--- src/rtl/branch_resolve_unit.sv ---
// Resolves RV32 conditional branches against a 2-bit saturating BHT prediction and updates the table.
// Latency: prediction lookup is combinational; resolution results are registered one cycle after capture.
// Backpressure: ex_stall freezes capture, results, BHT and perf counters; there is no ready handshake.
module branch_resolve_unit #(
    parameter int         XLEN      = 32,
    parameter int         BHT_DEPTH = 64,
    parameter logic [1:0] CNT_INIT  = 2'b01,
    parameter int         PERF_W    = 32
) (
    input  logic              clk,
    input  logic              rst_n,
    input  logic [XLEN-1:0]   if_pc,
    output logic              if_pred_taken,
    input  logic              ex_valid,
    input  logic              ex_stall,
    input  logic [2:0]        ex_func3,
    input  logic [XLEN-1:0]   ex_rs1,
    input  logic [XLEN-1:0]   ex_rs2,
    input  logic [XLEN-1:0]   ex_pc,
    input  logic [XLEN-1:0]   ex_target,
    input  logic              ex_pred_taken,
    output logic              res_valid,
    output logic              res_taken,
    output logic              res_mispredict,
    output logic [XLEN-1:0]   res_redirect_pc,
    output logic              res_illegal,
    output logic [PERF_W-1:0] perf_branches,
    output logic [PERF_W-1:0] perf_mispred
);

    localparam int IDX_W = $clog2(BHT_DEPTH);

    logic [1:0]        r_bht [BHT_DEPTH];
    logic              r_res_valid;
    logic              r_res_taken;
    logic              r_res_mispredict;
    logic [XLEN-1:0]   r_res_redirect_pc;
    logic              r_res_illegal;
    logic [PERF_W-1:0] r_perf_branches;
    logic [PERF_W-1:0] r_perf_mispred;

    logic [IDX_W-1:0]  w_if_idx;
    logic [IDX_W-1:0]  w_ex_idx;
    logic              w_cond;
    logic              w_illegal;
    logic              w_capture;
    logic              w_mispred;
    logic [XLEN-1:0]   w_pc_plus4;
    logic [XLEN-1:0]   w_redirect;
    logic [1:0]        w_ctr_cur;
    logic [1:0]        w_ctr_nxt;
    logic              w_unused_if_pc;

    // Word-aligned PCs index the table; upper PC bits alias by design.
    assign w_if_idx       = if_pc[IDX_W+1:2];
    assign w_ex_idx       = ex_pc[IDX_W+1:2];
    assign w_unused_if_pc = ^{if_pc[XLEN-1:IDX_W+2], if_pc[1:0]};

    // Lookup reads the registered table, so a same-cycle update is not bypassed.
    assign if_pred_taken = r_bht[w_if_idx][1];

    // Branch condition per func3; the two unused encodings resolve as not taken and flag illegal.
    always_comb begin
        w_cond    = 1'b0;
        w_illegal = 1'b0;
        case (ex_func3)
            3'b000:  w_cond = (ex_rs1 == ex_rs2);
            3'b001:  w_cond = (ex_rs1 != ex_rs2);
            3'b100:  w_cond = ($signed(ex_rs1) <  $signed(ex_rs2));
            3'b101:  w_cond = ($signed(ex_rs1) >= $signed(ex_rs2));
            3'b110:  w_cond = (ex_rs1 <  ex_rs2);
            3'b111:  w_cond = (ex_rs1 >= ex_rs2);
            default: w_illegal = 1'b1;
        endcase
    end

    assign w_capture  = ex_valid & ~ex_stall;
    assign w_mispred  = w_cond ^ ex_pred_taken;
    assign w_pc_plus4 = ex_pc + XLEN'(4);
    assign w_redirect = w_mispred ? (w_cond ? ex_target : w_pc_plus4) : '0;
    assign w_ctr_cur  = r_bht[w_ex_idx];

    // Saturating two-bit counter step towards the actual outcome.
    always_comb begin
        w_ctr_nxt = w_ctr_cur;
        if (w_cond) begin
            if (w_ctr_cur != 2'b11) w_ctr_nxt = w_ctr_cur + 2'd1;
        end else begin
            if (w_ctr_cur != 2'b00) w_ctr_nxt = w_ctr_cur - 2'd1;
        end
    end

    // Result registers: load on capture, drop the pulse flags when idle, freeze on stall.
    always_ff @(posedge clk or negedge rst_n) begin
        if (!rst_n) begin
            r_res_valid       <= 1'b0;
            r_res_taken       <= 1'b0;
            r_res_mispredict  <= 1'b0;
            r_res_redirect_pc <= '0;
            r_res_illegal     <= 1'b0;
        end else if (!ex_stall) begin
            if (ex_valid) begin
                r_res_valid       <= 1'b1;
                r_res_taken       <= w_cond;
                r_res_mispredict  <= w_mispred;
                r_res_redirect_pc <= w_redirect;
                r_res_illegal     <= w_illegal;
            end else begin
                r_res_valid      <= 1'b0;
                r_res_mispredict <= 1'b0;
                r_res_illegal    <= 1'b0;
            end
        end
    end

    // BHT training on legal captured branches only.
    always_ff @(posedge clk or negedge rst_n) begin
        if (!rst_n) begin
            for (int i = 0; i < BHT_DEPTH; i++) r_bht[i] <= CNT_INIT;
        end else if (w_capture && !w_illegal) begin
            r_bht[w_ex_idx] <= w_ctr_nxt;
        end
    end

    // Performance counters stick at all-ones instead of wrapping.
    always_ff @(posedge clk or negedge rst_n) begin
        if (!rst_n) begin
            r_perf_branches <= '0;
            r_perf_mispred  <= '0;
        end else if (w_capture) begin
            if (r_perf_branches != {PERF_W{1'b1}})
                r_perf_branches <= r_perf_branches + PERF_W'(1);
            if (w_mispred && (r_perf_mispred != {PERF_W{1'b1}}))
                r_perf_mispred <= r_perf_mispred + PERF_W'(1);
        end
    end

    assign res_valid       = r_res_valid;
    assign res_taken       = r_res_taken;
    assign res_mispredict  = r_res_mispredict;
    assign res_redirect_pc = r_res_redirect_pc;
    assign res_illegal     = r_res_illegal;
    assign perf_branches   = r_perf_branches;
    assign perf_mispred    = r_perf_mispred;

endmodule

--- config.mk ---
export PLATFORM = sky130hd
export DESIGN_NAME = branch_resolve_unit
export DESIGN_NICKNAME = d
export VERILOG_FILES = /design/src/rtl/branch_resolve_unit.sv
export SDC_FILE = /design/constraint.sdc
export NUM_CORES = 1
export LEC_CHECK = 0
export CORE_ASPECT_RATIO = 0.75
export CORE_MARGIN = 1.5
export CORE_UTILIZATION = 45
export CTS_BUF_LIST = sky130_fd_sc_hd__clkbuf_16
export DETAILED_ROUTE_END_ITERATION = 10
export PLACE_DENSITY = 0.76
export SLEW_MARGIN = 20
export SYNTH_ARGS = -nofsm -noshare
export SYNTH_HDL_FRONTEND = slang
export SYNTH_SLANG_ARGS = --single-unit
--- constraint.sdc ---
create_clock -name clk -period 4.7 [get_ports clk]
set_input_delay 0.705 -clock clk [delete_from_list [all_inputs] [get_ports clk]]
set_output_delay 0.705 -clock clk [all_outputs]
set_load 0.02 [all_outputs]
==> results of run 1 <==
[sequential cells by signal, summed over array words and instances (netlist names)]
| signal | cells |
|---|---|
| res_redirect_pc | 32 |
| perf_branches | 32 |
| res_taken | 1 |
| res_valid | 1 |
| res_mispredict | 1 |
| res_illegal | 1 |
| r_bht | 128 |
| perf_mispred | 32 |
[where the power goes]
part / internal, mW / switching (mW)
clock network: 0.928 / 0.792
registers: 2.13 / 0.112
logic: 0.490 / 0.541
[critical path, stage by stage]
cell             delay [ns]
clkdlybuf4s50_1        0.51
buf_12                 0.20
mux4_2                 0.59
mux4_2                 0.51
mux4_2                 0.48
clkdlybuf4s50_1        0.55
[synthesized netlist by cell type (4+ instances only)]
cell type / n
a221oi_1: 12
and4_1: 6
mux2_2: 134
nor4_1: 6
o22ai_1: 6
xor2_1: 21
xnor2_1: 68
and3_1: 29
nand2b_1: 5
dfstp_2: 64
nand4_1: 34
dfrtp_1: 164
nand3_1: 48
mux2i_1: 16
o221ai_1: 26
nor2b_1: 7
nor2_1: 77
ha_1: 35
a22o_1: 5
buf_2: 11
o21ai_0: 18
a21oi_1: 34
clkbuf_1: 47
mux4_2: 36
nor3b_1: 4
nand2_1: 147
and2_1: 10
inv_1: 41
a31oi_1: 4
nor3_1: 10
nand3b_1: 5
o21a_1: 24
[cell usage in the layout (no fill, tap or decap), drive strengths merged, types with 36 or more instances in the layout]
master and instances:
buf 40, nor2 77, clkdlybuf4s50 237, mux4 36
nand4 36, nand2 147, dfrtp 164, nand3 48
dfstp 64, xnor2 68, inv 51, mux2 134
[cell type report]
type	count	area (sq um)	area share, %
Clock buffer	24	601	3.62
Inverter	42	158	0.949
Multi-Input combinational cell	860	6730	40.5
Clock inverter	20	100	0.603
Timing Repair Buffer	277	2750	16.6
Tap cell	385	482	2.90
Sequential cell	228	5790	34.8
[worst max-delay path by stage]
stage	from	end	slack, ns	cells after the start
after floorplan	if_pc[2]	if_pred_taken	0.81	5
after global placement	ex_rs2[31]	perf_mispred[1]	0.29	13
after detailed placement	ex_rs2[31]	perf_mispred[1]	0.25	13
after CTS	if_pc[2]	if_pred_taken	0.43	6
after global routing	if_pc[2]	if_pred_taken	0.38	6
final	if_pc[2]	if_pred_taken	0.44	6
[routing by layer]
layer	vias to the layer above	wire (microns)
met5	-	12
met4	2	1170
met3	90	3100
met2	460	16900
met1	5255	15200
li1	4800	-
[kinds of logic after synthesis]
group	count (synthesis)	synth area share [%]
AOI/OAI and AO/OA	145	7.97
xor gates and xnor gates	89	6.03
adders and majority gates	37	3.56
buffers and inverters	105	3.27
DFF	228	44.8
muxes	186	19.2
and+or+nand+nor	403	15.2
==> reports/summary.txt, run 1 <==
Unrepaired setup endpoints after global routing -> false
Row Count -> 53
VDD IR-drop max -> 0.238 mV
Fillcell total -> 2349
Initial Util -> 46.0%
DP HPWL -> 26.1 mm
Pwr Total -> 4.99 mW
Share of cells above drive strength 1 -> 21.9%
Post-synth top area cell -> dfrtp_1
CTS buffer count -> 24
Layout overhead on the synthesized area -> 28.5%
Post-synth EDFFs -> 0
Leak pwr -> 7.08 nW
Final period utilization -> 90.6%
Largest net degree at the start of global routing -> 147
YS warnings -> 0
# hold bufs at CTS -> 0
First-pass GRT wire length -> 56.5 mm
Core area -> 28100 sq um
Die ar. -> 29800 sq um
Post-CTS Resized -> 0
R2R setup slack -> 1.58 ns
Met1 GRT Util -> 32.5%
Post-DR vias/cell -> 5.78
Die X -> 199 microns
WHS -> 0.110 ns
Clock transition at the registers of the reported paths -> 0.06 ns
Syn_nets -> 1396
Final Hold Viols -> 0
Max-slew headroom -> 29.3%
Worst EP arrival -> 3.55 ns
Final Cell Area -> 16600 sq um
Setup Buffers After CTS -> 0
Longest Clk Path Bufs -> 3
Gate Count Post-Synth -> 1193
Vias in the first global route -> 10500
Flops & latches, synth -> 228
IO buf count -> 242
Clock Latency Late Sink -> 0.53 ns
Total track usage -> 24.1%
DRT Pass-1 Iters -> 5
Initial DRC count -> 761
Min Tclk post-route -> 4.26 ns
Reg-to-Reg Start -> perf_branches[13]
DP Area -> 15900 sq um
PwrDens -> 301 nW/um^2
Syn Area/Cell -> 10.8 sq um
Fin util -> 59.1%
Clock skew -> 0.0191 ns
Setup TNS -> 0 ns
Outcome -> completed
GR peak layer -> met2
Max Clock Freq -> 235 MHz
Netlist cell types -> 57
Setup crit end kind -> primary output
H-tree levels -> 1
Pre-CTS setup slack -> 0.246 ns
Gr ovfl total -> 0
Routed len/inst -> 19.8 microns
Register area share after synthesis -> 44.8%
Ant. Diodes -> 0
Final nets -> 1636
R2R depth -> 11
Min-delay worst type -> in -> async
Slew Viols, Final -> 0
Cell Area, Synth -> 12900 sq um
CP required -> 3.99 ns
GP Congestion -> 0.873
Initial antenna violation count -> 1
Post-route ant nets -> 0
Primary FF master, synth -> dfrtp_1
Largest cells by area after synthesis -> dfrtp_1 (32%), dfstp_2 (13%), mux2_2 (12%), mux4_2 (6.3%), xnor2_1 (4.6%)
DP Cell Count -> 1791
Drt drc -> 0
CTS tree -> built
Reg2reg end -> perf_branches[29]
CP Max Fanout -> 16
Worst setup margin -> 0.440 ns
Share of the synthesized area in the top cell type -> 31.8%
Layout Cells excl Fill -> 1836
Via count -> 10600
Final setup fails -> 0
Detailed Route WL -> 36.4 mm
Clk root buf -> clkbuf_16
Met2 global-route usage -> 39.0%
# Max-Cap Violations -> 0
# IOs -> 269
Setup CP Type -> in -> out
Met3 global-route usage -> 4.78%
Sink Count -> 228
Die height -> 150 microns
Post-synth ARST share -> 100%
Worst slew pin tran -> 1.05 ns
CP startpoint kind -> input port
Power figures use the tool's default switching activity.
==> run 2: changes to the inputs <==
--- a/config.mk
+++ b/config.mk
@@ -5,7 +5,6 @@
 export SDC_FILE = /design/constraint.sdc
 export NUM_CORES = 1
 export LEC_CHECK = 0
-export CORE_ASPECT_RATIO = 0.75
 export CORE_MARGIN = 1.5
 export CORE_UTILIZATION = 45
 export CTS_BUF_LIST = sky130_fd_sc_hd__clkbuf_16
==> run 2 against run 1 <==
Compared with the run above: sequential share of layout area barely moved; clock power rose by 5%; critical path type unchanged; die area barely moved; hold slack improved by 0.15 ns; non-clock buffer count fell by 2; utilization rose by 0.18 points; count of clock-buffer cells in the layout rose by 2; clock skew rose by 0.013 ns; highest routed layer unchanged; largest cell class unchanged.
==> reports/summary.txt, run 2 (synthesis results as in run 1) <==
WL met1 -> 14.3 mm (was 15.2 mm)
Share of cells above drive strength 1 -> 22.0% (was 21.9%)
First-pass GRT wire length -> 55.5 mm (was 56.5 mm)
Worst setup margin -> 0.459 ns (was 0.440 ns)
Via count -> 10500 (was 10600)
Clock skew -> 0.0325 ns (was 0.0191 ns)
Final nets -> 1636 (unchanged)
CTS buffer count -> 26 (was 24)
CP Max Fanout -> 16 (unchanged)
H-tree levels -> 1 (unchanged)
GP Congestion -> 0.885 (was 0.873)
# Max-Cap Violations -> 0 (unchanged)
DP Area -> 15800 sq um (was 15900 sq um)
Setup CP Type -> in -> out (unchanged)
CP max-delay cell -> mux4_2 (unchanged)
Row Count -> 61 (was 53)
Longest Clk Path Bufs -> 3 (unchanged)
Final Hold Viols -> 0 (unchanged)
CTS tree -> built (unchanged)
Largest net degree at the start of global routing -> 127 (was 147)
Max-slew headroom -> 30.2% (was 29.3%)
DR top layer -> met5 (unchanged)
Post-DR vias/cell -> 5.73 (was 5.78)
Slew Viols, Final -> 0 (unchanged)
Clock Latency Late Sink -> 0.55 ns (was 0.53 ns)
Setup crit end kind -> primary output (unchanged)
Die X -> 172 microns (was 199 microns)
Fillcell total -> 2301 (was 2349)
Clk root buf -> clkbuf_16 (unchanged)
Initial antenna violation count -> 1 (unchanged)
Commonest non-fill, non-tap cell in the layout -> clkdlybuf4s50_1 (unchanged)
Max reg flops -> 128 (unchanged)
Worst path cell trace -> clkdlybuf4s50_1 -> buf_12 -> mux4_2 -> mux4_2 -> mux4_2 -> clkdlybuf4s50_1 (unchanged)
Min Tclk post-route -> 4.24 ns (was 4.26 ns)
# hold bufs at CTS -> 0 (unchanged)
Pre-CTS setup slack -> 0.253 ns (was 0.246 ns)
Outcome -> completed (unchanged)
Most frequent cells in the layout -> clkdlybuf4s50_1 (237), dfrtp_1 (164), nand2_1 (147), mux2_2 (134), nor2_1 (77) (unchanged)
Initial DRC count -> 892 (was 761)
Sum of buffers and inverters on the critical path -> 3 (unchanged)
Pwr Total -> 5.08 mW (was 4.99 mW)
Fin util -> 59.2% (was 59.1%)
Worst slew pin tran -> 1.04 ns (was 1.05 ns)
Vias in the first global route -> 10400 (was 10500)
Clock transition at the registers of the reported paths -> 0.06 ns (about the same)
Detailed Route WL -> 36.2 mm (was 36.4 mm)
Min-delay worst type -> in -> async (unchanged)
Final period utilization -> 90.2% (was 90.6%)
CP peak stage delay -> 0.57 ns (was 0.59 ns)
Crit path max-delay family -> multiplexers (unchanged)
VDD IR-drop max -> 0.242 mV (was 0.238 mV)
Total track usage -> 24.0% (was 24.1%)
Gr ovfl total -> 0 (unchanged)
Final setup fails -> 0 (unchanged)
Drt drc -> 0 (unchanged)
Met3 wire len -> 2.91 mm (was 3.10 mm)
CP required -> 3.99 ns (about the same)
Routed len/inst -> 19.8 microns (about the same)
DP HPWL -> 26.2 mm (was 26.1 mm)
Setup Buffers After CTS -> 0 (unchanged)
DRT Pass-1 Iters -> 5 (unchanged)
Core area -> 28000 sq um (was 28100 sq um)
Leak pwr -> 7.09 nW (was 7.08 nW)
Layout overhead on the synthesized area -> 28.4% (was 28.5%)
Setup TNS -> 0 ns (unchanged)
Unrepaired setup endpoints after global routing -> false (unchanged)
IO buf count -> 242 (unchanged)
Die height -> 172 microns (was 150 microns)
Die ar. -> 29700 sq um (was 29800 sq um)
Max Clock Freq -> 236 MHz (was 235 MHz)
Initial Util -> 46.1% (was 46.0%)
Sink Count -> 228 (unchanged)
Ant. Diodes -> 0 (unchanged)
Post-CTS Resized -> 0 (unchanged)
CP startpoint kind -> input port (unchanged)
Final Cell Area -> 16600 sq um (about the same)
Met2 Wirelength -> 17.7 mm (was 16.9 mm)
Most used cell, CP -> mux4_2 (unchanged)
Post-route ant nets -> 0 (unchanged)
Worst EP arrival -> 3.54 ns (was 3.55 ns)
Register with the most flip-flops -> r_bht (unchanged)
# IOs -> 269 (unchanged)
PwrDens -> 306 nW/um^2 (was 301 nW/um^2)
[run 2: worst register-to-register path, stage by stage (launching register included)]
cell and delay, ns:
dfrtp_1 0.44, and3_1 0.22, and2_1 0.18, and3_1 0.20, and3_1 0.25, and3_1 0.22
and3_1 0.21, a21oi_1 0.54, buf_4 0.28, nand4_1 0.14, xnor2_1 0.15
[run 2: layout make-up]
class / instances / area, sq um / share of cell area, %
Clock buffer: 26 / 651 / 3.92
Timing Repair Buffer: 275 / 2690 / 16.2
Sequential cell: 228 / 5790 / 34.9
Multi-Input combinational cell: 860 / 6730 / 40.5
Tap cell: 378 / 473 / 2.85
Inverter: 42 / 158 / 0.950
Clock inverter: 22 / 106 / 0.641
[run 2: power breakdown]
| group | total (mW) | switching (mW) | leakage (nW) | internal, mW |
|---|---|---|---|---|
| sequential | 2.24 | 0.108 | 2.87 | 2.13 |
| clock | 1.81 | 0.811 | 0.416 | 1.00 |
| combinational | 1.03 | 0.540 | 3.81 | 0.487 |
[run 2: worst paths after layout]
| kind | from | endpoint | slack, ns | depth (start not counted) |
|---|---|---|---|---|
| min in group clk | res_taken | res_taken | 0.48 | 2 |
| min | rst_n | r_bht[109] | 0.26 | 1 |
| max reg2reg | perf_mispred[8] | perf_mispred[9] | 1.77 | 10 |
| min reg2reg | res_taken | res_taken | 0.48 | 2 |
| max | if_pc[2] | if_pred_taken | 0.46 | 6 |
| max in group asynchronous | rst_n | r_bht[104] | 3.29 | 2 |
[run 2: metrics by stage]
step                      cells  hold slack, ns
after floorplan            1193           0.409
after global placement     1783           0.462
after detailed placement   1783           0.463
after CTS                  1831           0.313
after global routing       1831           0.351
final                      1831           0.263
[run 2: routing by layer]
metal,track usage [%],vias up
met5,0,-
met4,9.75,2
met3,5.33,93
met2,41.6,441
met1,28.9,5156
li1,-,4794
==> run 3: changes to the inputs <==
--- a/config.mk
+++ b/config.mk
@@ -7,7 +7,7 @@
 export LEC_CHECK = 0
 export CORE_MARGIN = 1.5
 export CORE_UTILIZATION = 45
-export CTS_BUF_LIST = sky130_fd_sc_hd__clkbuf_16
+export CTS_BUF_LIST = sky130_fd_sc_hd__clkbuf_4
 export DETAILED_ROUTE_END_ITERATION = 10
 export PLACE_DENSITY = 0.76
 export SLEW_MARGIN = 20
==> run 3 against run 2 <==
Compared with the run above: critical path depth unchanged; sequential cell count unchanged; total power decreased by 1.5%; die area unchanged; global-route usage increased by 0.22 points; sequential share of layout area decreased by 0.058 points; utilization increased by 0.098 points; fmax increased by 0.15%; first-iteration DRC count decreased by 14%; count of clock-buffer cells in the layout increased by 67; final area increased by 0.17%; setup slack improved by 0.0063 ns; largest cell class unchanged; largest power group unchanged.
==> reports/summary.txt, run 3 (synthesis results as in run 1) <==
Outcome -> completed (unchanged)
Reg-to-Reg Start -> perf_mispred[8] (unchanged)
IO buf count -> 242 (unchanged)
Fin util -> 59.3% (was 59.2%)
Max reg flops -> 128 (unchanged)
Final Cell Area -> 16600 sq um (about the same)
R2R depth -> 10 (unchanged)
# Max-Cap Violations -> 0 (unchanged)
Min-delay worst type -> in -> async (unchanged)
Setup TNS -> 0 ns (unchanged)
Slew Viols, Final -> 0 (unchanged)
Gr ovfl total -> 0 (unchanged)
Commonest non-fill, non-tap cell in the layout -> clkdlybuf4s50_1 (unchanged)
Most frequent cells in the layout -> clkdlybuf4s50_1 (237), dfrtp_1 (164), nand2_1 (147), mux2_2 (134), clkbuf_4 (93) (was clkdlybuf4s50_1 (237), dfrtp_1 (164), nand2_1 (147), mux2_2 (134), nor2_1 (77))
Worst slew pin tran -> 0.974 ns (was 1.04 ns)
Initial antenna violation count -> 2 (was 1)
R2R setup slack -> 1.75 ns (was 1.77 ns)
Final setup fails -> 0 (unchanged)
Routed len/inst -> 19.1 microns (was 19.8 microns)
Final Hold Viols -> 0 (unchanged)
Vias in the first global route -> 10700 (was 10400)
Die height -> 172 microns (unchanged)
DRT Pass-1 Iters -> 7 (was 5)
Post-route ant nets -> 0 (unchanged)
DP HPWL -> 26.2 mm (unchanged)
Clock skew -> 0.0485 ns (was 0.0325 ns)
Initial DRC count -> 764 (was 892)
Clock transition at the registers of the reported paths -> 0.07 ns (was 0.06 ns)
GP Congestion -> 0.885 (unchanged)
Drt drc -> 0 (unchanged)
Final period utilization -> 90.1% (was 90.2%)
Area of the multi-input gates -> 6730 sq um (unchanged)
Setup crit end kind -> primary output (unchanged)
Total track usage -> 24.2% (was 24.0%)
Unrepaired setup endpoints after global routing -> false (unchanged)
CP required -> 3.99 ns (about the same)
CP startpoint kind -> input port (unchanged)
Register Area -> 5790 sq um (unchanged)
Final nets -> 1670 (was 1636)
DP Area -> 15800 sq um (unchanged)
Via count -> 10700 (was 10500)
Pwr Total -> 5.00 mW (was 5.08 mW)
PwrDens -> 301 nW/um^2 (was 306 nW/um^2)
Clk root buf -> clkbuf_4 (was clkbuf_16)
VDD IR-drop max -> 0.271 mV (was 0.242 mV)
Clock Latency Late Sink -> 0.71 ns (was 0.55 ns)
# hold bufs at CTS -> 0 (unchanged)
First-pass GRT wire length -> 56.0 mm (was 55.5 mm)
Post-DR vias/cell -> 5.66 (was 5.73)
Setup Buffers After CTS -> 0 (unchanged)
# IOs -> 269 (unchanged)
Reg2reg end -> perf_mispred[9] (unchanged)
Largest net degree at the start of global routing -> 127 (unchanged)
Core area -> 28000 sq um (unchanged)
Worst EP arrival -> 3.53 ns (was 3.54 ns)
H-tree levels -> 2 (was 1)
Initial Util -> 46.1% (unchanged)
Setup CP Type -> in -> out (unchanged)
Layout overhead on the synthesized area -> 28.6% (was 28.4%)
Leak pwr -> 7.15 nW (was 7.09 nW)
Register with the most flip-flops -> r_bht (unchanged)
Row Count -> 61 (unchanged)
CTS buffer count -> 60 (was 26)
Share of cells above drive strength 1 -> 25.3% (was 22.0%)
Fillcell total -> 2349 (was 2301)
CTS tree -> built (unchanged)
Longest Clk Path Bufs -> 3 (unchanged)
Detailed Route WL -> 36.3 mm (was 36.2 mm)
CP Max Fanout -> 16 (unchanged)
Die ar. -> 29700 sq um (unchanged)
Max-slew headroom -> 34.4% (was 30.2%)
Post-CTS Resized -> 0 (unchanged)
Sink Count -> 228 (unchanged)
Max Clock Freq -> 236 MHz (about the same)
Min Tclk post-route -> 4.23 ns (was 4.24 ns)
Die X -> 172 microns (unchanged)
run 3: how the worst max path moves through the flow:
stage	from	to	slack [ns]
floorplan	if_pc[2]	if_pred_taken	0.81
global placement	ex_rs2[30]	r_bht[18]	0.27
detailed placement	ex_rs2[30]	r_bht[16]	0.25
CTS	if_pc[2]	if_pred_taken	0.44
global route	if_pc[2]	if_pred_taken	0.40
finish	if_pc[2]	if_pred_taken	0.47
run 3: power by group:
group          leakage (nW)  internal [mW]  switching (mW)
Combinational          3.81          0.487           0.539
Clock                 0.472          0.903           0.834
Sequential             2.87           2.13           0.109
run 3: critical path: stages:
cell and delay (ns):
clkdlybuf4s50_1 0.50, buf_12 0.20, mux4_2 0.57, mux4_2 0.52, mux4_2 0.47, clkdlybuf4s50_1 0.55
run 3: per-stage QoR:
step / hold WS, ns / instances / setup slack [ns]
2_1_floorplan: 0.409 / 1193 / 0.809
3_3_place_gp: 0.462 / 1783 / 0.273
3_5_place_dp: 0.463 / 1783 / 0.253
4_1_cts: 0.127 / 1896 / 0.440
5_1_grt: 0.163 / 1897 / 0.399
6_report: 0.126 / 1897 / 0.466
run 3: per-layer routing:
| layer | track usage [%] | routed length, microns | vias to the layer above |
|---|---|---|---|
| li1 | - | - | 4909 |
| met1 | 28.6 | 14100 | 5223 |
| met2 | 40.5 | 17200 | 463 |
| met3 | 6.16 | 3000 | 131 |
| met4 | 13.4 | 1980 | 2 |
| met5 | 0 | 12 | - |
run 3: cell type report:
| class | count | area share, % |
|---|---|---|
| inverter | 42 | 0.949 |
| antenna | 1 | 0.0151 |
| sequential | 228 | 34.8 |
| clock buffer | 93 | 4.20 |
| clock inverter | 20 | 0.504 |
| tap | 378 | 2.85 |
| multi-input combinational | 860 | 40.5 |
| timing repair buffer | 275 | 16.2 |
